**src/rtl/serial_to_parallel.sv**
```systemverilog
// serial_to_parallel: collects a frame of N-bit words from a valid/ready
// stream into a Length-entry parallel register bank. Entry 0 holds the first
// word of the frame. When the requested number of words has been taken, the
// block raises done_o and freezes the bank until the consumer acks.
//
// Build option: define S2P_ZERO_FILL_EN to clear the whole bank on every
// start_i, so unused entries read 0. With the macro undefined, only
// handshaked writes change bank entries, and stale data from earlier frames
// stays in entries the new frame does not reach.

module serial_to_parallel #(
   parameter int N      = 8,
   parameter int Length = 3
) (
   input  logic                             clk_i,
   input  logic                             rst_ni,
   input  logic                             start_i,
   input  logic [$clog2(Length+1)-1:0]      collect_count_i,
   input  logic                             valid_i,
   input  logic [N-1:0]                     data_i,
   output logic                             ready_o,
   input  logic                             ack_i,
   output logic [Length-1:0][N-1:0]         store_o,
   output logic [$clog2(Length+1)-1:0]      count_o,
   output logic                             done_o
);

   localparam int CW = $clog2(Length + 1);
   localparam logic [CW-1:0] LEN_C = CW'(Length);

   typedef enum logic [1:0] {
      IDLE    = 2'd0,
      COLLECT = 2'd1,
      FULL    = 2'd2
   } state_t;

   state_t          state_reg, state_next;
   logic [CW-1:0]   pos_reg, pos_next;
   logic [CW-1:0]   target_reg, target_next;
   logic [CW-1:0]   target_clamped;
   logic            accept;
   logic            clear_bank;
   logic [Length-1:0] wr_en;

   // A requested count above the bank depth is clamped, so writes can never
   // land past entry Length-1.
   assign target_clamped = (collect_count_i > LEN_C) ? LEN_C : collect_count_i;

   // A word is only taken while collecting and not restarting; start_i wins
   // over a word presented in the same cycle.
   assign ready_o = (state_reg == COLLECT) && !start_i;
   assign accept  = valid_i && ready_o;
   assign done_o  = (state_reg == FULL);
   assign count_o = pos_reg;

`ifdef S2P_ZERO_FILL_EN
   // Every start wipes the bank so no data survives from a previous frame.
   assign clear_bank = start_i;
`else
   // Bank entries change only through handshaked writes.
   assign clear_bank = 1'b0;
`endif

   // State, position and target registers.
   always_ff @(posedge clk_i) begin
      if (!rst_ni) begin
         state_reg  <= IDLE;
         pos_reg    <= '0;
         target_reg <= '0;
      end else begin
         state_reg  <= state_next;
         pos_reg    <= pos_next;
         target_reg <= target_next;
      end
   end

   // Next-state logic: start_i restarts from any state and beats ack_i.
   always_comb begin
      state_next  = state_reg;
      pos_next    = pos_reg;
      target_next = target_reg;
      if (start_i) begin
         target_next = target_clamped;
         pos_next    = '0;
         state_next  = (target_clamped != '0) ? COLLECT : FULL;
      end else begin
         case (state_reg)
            COLLECT: begin
               if (accept) begin
                  pos_next = pos_reg + 1'b1;
                  // target_reg is never 0 while collecting.
                  if (pos_reg == target_reg - 1'b1) begin
                     state_next = FULL;
                  end
               end
            end
            FULL: begin
               if (ack_i) begin
                  state_next = IDLE;
               end
            end
            default: begin
               state_next = state_reg;
            end
         endcase
      end
   end

   // One register per bank entry, written when the handshake addresses it.
   generate
      for (genvar gi = 0; gi < Length; gi++) begin : g_bank
         logic [N-1:0] store_reg;

         assign wr_en[gi] = accept && (pos_reg == CW'(gi));

         // Entry gi: reset/clear to 0, otherwise capture on its write slot.
         always_ff @(posedge clk_i) begin
            if (!rst_ni) begin
               store_reg <= '0;
            end else if (clear_bank) begin
               store_reg <= '0;
            end else if (wr_en[gi]) begin
               store_reg <= data_i;
            end
         end

         assign store_o[gi] = store_reg;
      end
   endgenerate

endmodule

```
**config.mk**
```make
export PLATFORM = sky130hd
export DESIGN_NAME = serial_to_parallel
export DESIGN_NICKNAME = d
export VERILOG_FILES = /design/src/rtl/serial_to_parallel.sv
export SDC_FILE = /design/constraint.sdc
export NUM_CORES = 1
export LEC_CHECK = 0
export ABC_CLOCK_PERIOD_IN_PS = 2210
export CAP_MARGIN = 10
export CORE_MARGIN = 2
export CORE_UTILIZATION = 48
export CTS_BUF_LIST = sky130_fd_sc_hd__clkbuf_8 sky130_fd_sc_hd__clkbuf_16
export DETAILED_ROUTE_END_ITERATION = 16
export PLACE_DENSITY = 0.86
export SYNTH_ARGS = -nofsm -noshare
export SYNTH_HDL_FRONTEND = slang
export SYNTH_SLANG_ARGS = --single-unit
```
**constraint.sdc**
```tcl
create_clock -name clk_i -period 2.21 [get_ports clk_i]
set_input_delay 0.442 -clock clk_i [delete_from_list [all_inputs] [get_ports clk_i]]
set_output_delay 0.442 -clock clk_i [all_outputs]
set_load 0.01 [all_outputs]
```
==> summary.txt <==
Run status
  • Status: finished clean

Clock tree
  • Worst-case clock buffer depth: 2
  • Later-pin clock latency in the skew report: 290 ps
  • CTS tree: built
  • Root Driver: clkbuf_8
  • Clk sinks: 30
  • CTS H-tree lvls: 2
  • Clock buffer count from CTS: 5
  • Clk slew on worst S/H paths: 60 ps

Placed design
  • Post-DP HPWL: roughly 2.5 mm
  • RePlAce Congestion: approximately 0.84
  • Port Buffer Count: between 40 and 50
  • Post-Place Cell Area: 1760 um2
  • Placed insts: roughly 220

Finish
  • Register Area: between 600 and 700 um2
  • Fin nets: 215
  • Antenna cells: 0
  • Most common cell after layout, fill and taps aside: clkdlybuf4s50_1
  • Commonest non-fill, non-tap cells in the layout: 41 x clkdlybuf4s50_1, 30 x dfxtp_1, 25 x a21oi_1, 24 x nand3_1, 16 x o21ai_0
  • Final Util: 75.12%
  • Multi-input gate area: slightly above 600 um2
  • Max FFs per register: 24
  • Post-route insts no fill: approximately 230
  • Cell area after layout: 1912 um2
  • Fill count: 194
  • Area grow syn2layout: 45.25%
  • Share of layout cells above drive strength 1: 9.596%

Yosys
  • Post-synthesis cell count: 151
  • Sequential area share after synthesis: 45.63%
  • Avg Cell Area, Syn: 8.717 um2
  • Synthesized cell area: 1316 um2
  • Mapped Nets: 169
  • Syn. warnings: 0
  • Yosys reg bits: 30
  • Netlist cell types: 33

Timing
  • Setup TNS: 0 ps
  • RSZ-0062 raised after global routing: false
  • Hold slack: 480.5 ps
  • Final Hold Viols: 0
  • Final period util: 92.91%
  • Setup Viol. Count Final: 0
  • Pins Over Slew Limit: 0
  • Worst-margin pin slew: approximately 460 ps
  • FMAX: 0.4870 GHz
  • Worst Skew: 6.705 ps
  • Final min period: 2053 ps
  • Max-slew headroom: just under 70%

Floorplanning
  • Initial Util: 51.72%
  • Core footprint: roughly 2500 um2
  • Die W: approximately 56 um
  • Num ports: 43
  • Cell Rows: 18
  • Die area: 3177 um2
  • Die outline height: approximately 56 um

Power and ir drop
  • Leak Pwr: between 0.0006 and 0.0007 uW
  • Maximum VDD drop: 0.7920 mV
  • Power Density: 715.9 nW/um2

Routing
  • First-iteration detailed-routing DRC count: 40
  • Post-detailed-route wirelength per cell: roughly 16 um
  • Total Wirelength: 3.684 mm
  • Post-route ant nets: 0
  • Post-DR vias/cell: 5.851
  • Vias: 1334
  • First-pass iteration count of the detailed router: 4
  • DRC Markers: 0

Critical path
  • CP cell instances: clkdlybuf4s50_1 -> or3b_4 -> clkinv_8 -> dlygate4sd2_1
  • Max incr delay on CP: 430 ps
  • Arrival @ worst endpoint: 1610 ps
  • Crit-path slowest cell: clkdlybuf4s50_1
  • Worst Setup End Kind: primary output
  • Bufs and invs on worst path: 3
  • Cell family with most CP delay: buffers and inverters
  • Crit Path Category: input pin to primary output
  • CP startpoint kind: input pin
  • Max FO, Critical Path: 2
  • Worst Path Required: 1770 ps

Global routing
  • Initial antenna violation count: 0
  • First-pass GRT wire length: 6.009 mm
  • GRT Total Usage: 24.67%
  • Grt total ovfl: 0
  • Vias in the first global route: 1291
  • Largest net degree at the start of global routing: 29

Run
  • Maxcap violations: 0

Hold path
  • Worst Hold Class: register to register
cells by family (layout without fill, tap and decap cells):
| group | Yosys count | in the layout | share of synthesized area [%] |
|---|---|---|---|
| compound gates | 53 | 53 | 21.10 |
| xor+xnor | 2 | 2 | 1.331 |
| fa+ha+maj | 3 | 3 | 2.852 |
| buf+inv | 17 | 64 | 7.414 |
| flops | 30 | 30 | 45.63 |
| mux | 5 | 5 | 3.802 |
| simple gates | 41 | 41 | 17.87 |
stage by stage:
step                total power, uW  setup slack, ps
floorplan                     622.4            631.2
detailed placement            679.3           -200.6
global route                   1405            116.6
CTS                            1369            154.4
global placement              675.1           -179.2
finish                         1369            156.6
per-layer routing:
| layer | global-route usage, % | share of wire, % | vias to the layer above |
|---|---|---|---|
| li1 | - | - | 630 |
| met1 | 25.72 | 40 | 631 |
| met2 | 46.22 | 53 | 66 |
| met3 | 6.452 | 6.4 | 7 |
| met4 | 10.20 | 1.4 | 0 |
| met5 | 0 | 0 | - |
layout make-up:
type | count | area share (%)
timing repair buffer | 49 | 24.67
tap | 30 | 1.963
sequential | 30 | 31.41
inverter | 7 | 2.029
clock inverter | 2 | 3.141
multi-input combinational | 104 | 32.46
clock buffer | 6 | 4.319
worst reg2reg max path, stage by stage, from the launching register on:
cell and delay, ps:
dfxtp_1 380, inv_1 150, ha_1 350, inv_1 190, o21ai_0 300, a21oi_1 150
cells in the mapped netlist:
master     instances  share of area (%)
a21oi_1           25                9.5
ha_1               3                2.9
clkbuf_2           1               0.38
nor2_1             4                1.1
dfxtp_1           30                 46
inv_1              5                1.4
nand3b_1           1               0.57
o21ai_0           16                6.1
and2b_2            1               0.67
nand2_1            2               0.57
or3b_1             1               0.67
o21ai_1            8                3.0
and2_0             1               0.48
buf_6              2                1.7
o31a_1             1               0.67
a211oi_1           1               0.57
buf_4              1               0.57
xnor2_1            1               0.67
o21a_1             1               0.57
clkinv_8           1                1.2
inv_2              1               0.28
clkbuf_1           3               0.86
nand2b_1           2               0.95
nor3b_1            1               0.57
nand4b_1           2                1.3
nand4bb_1          1               0.86
buf_2              1               0.38
mux2i_1            5                3.8
a311oi_1           1               0.67
xor2_1             1               0.67
buf_1              2               0.57
nand3_1           24                9.1
and4bb_1           1               0.95
worst paths after layout:
kind / depth (start not counted) / slack [ps] / start / endpoint
worst min register to register: 2 / 480 / g_bank[1].store_reg[2] / g_bank[1].store_reg[2]
worst min-delay path: 2 / 480 / g_bank[1].store_reg[2] / g_bank[1].store_reg[2]
worst max-delay path: 4 / 160 / start_i / ready_o
worst max register to register: 5 / 560 / count_o[0] / g_bank[2].store_reg[0]
repair_timing:
action / in CTS / in global routing
setup endpoints to repair: 1 / 0
buffers inserted: 1 / 0
hold buffers: 0 / 0
gates resized for setup: 2 / 0
power breakdown:
| group | internal, uW | total (uW) | switching [uW] |
|---|---|---|---|
| combinational | 56.8 | 115 | 58.4 |
| sequential | 549 | 557 | 7.94 |
| clock | 481 | 697 | 216 |
| total | 1090 | 1370 | 282 |
Note: power is estimated with default switching activity, not from simulation.
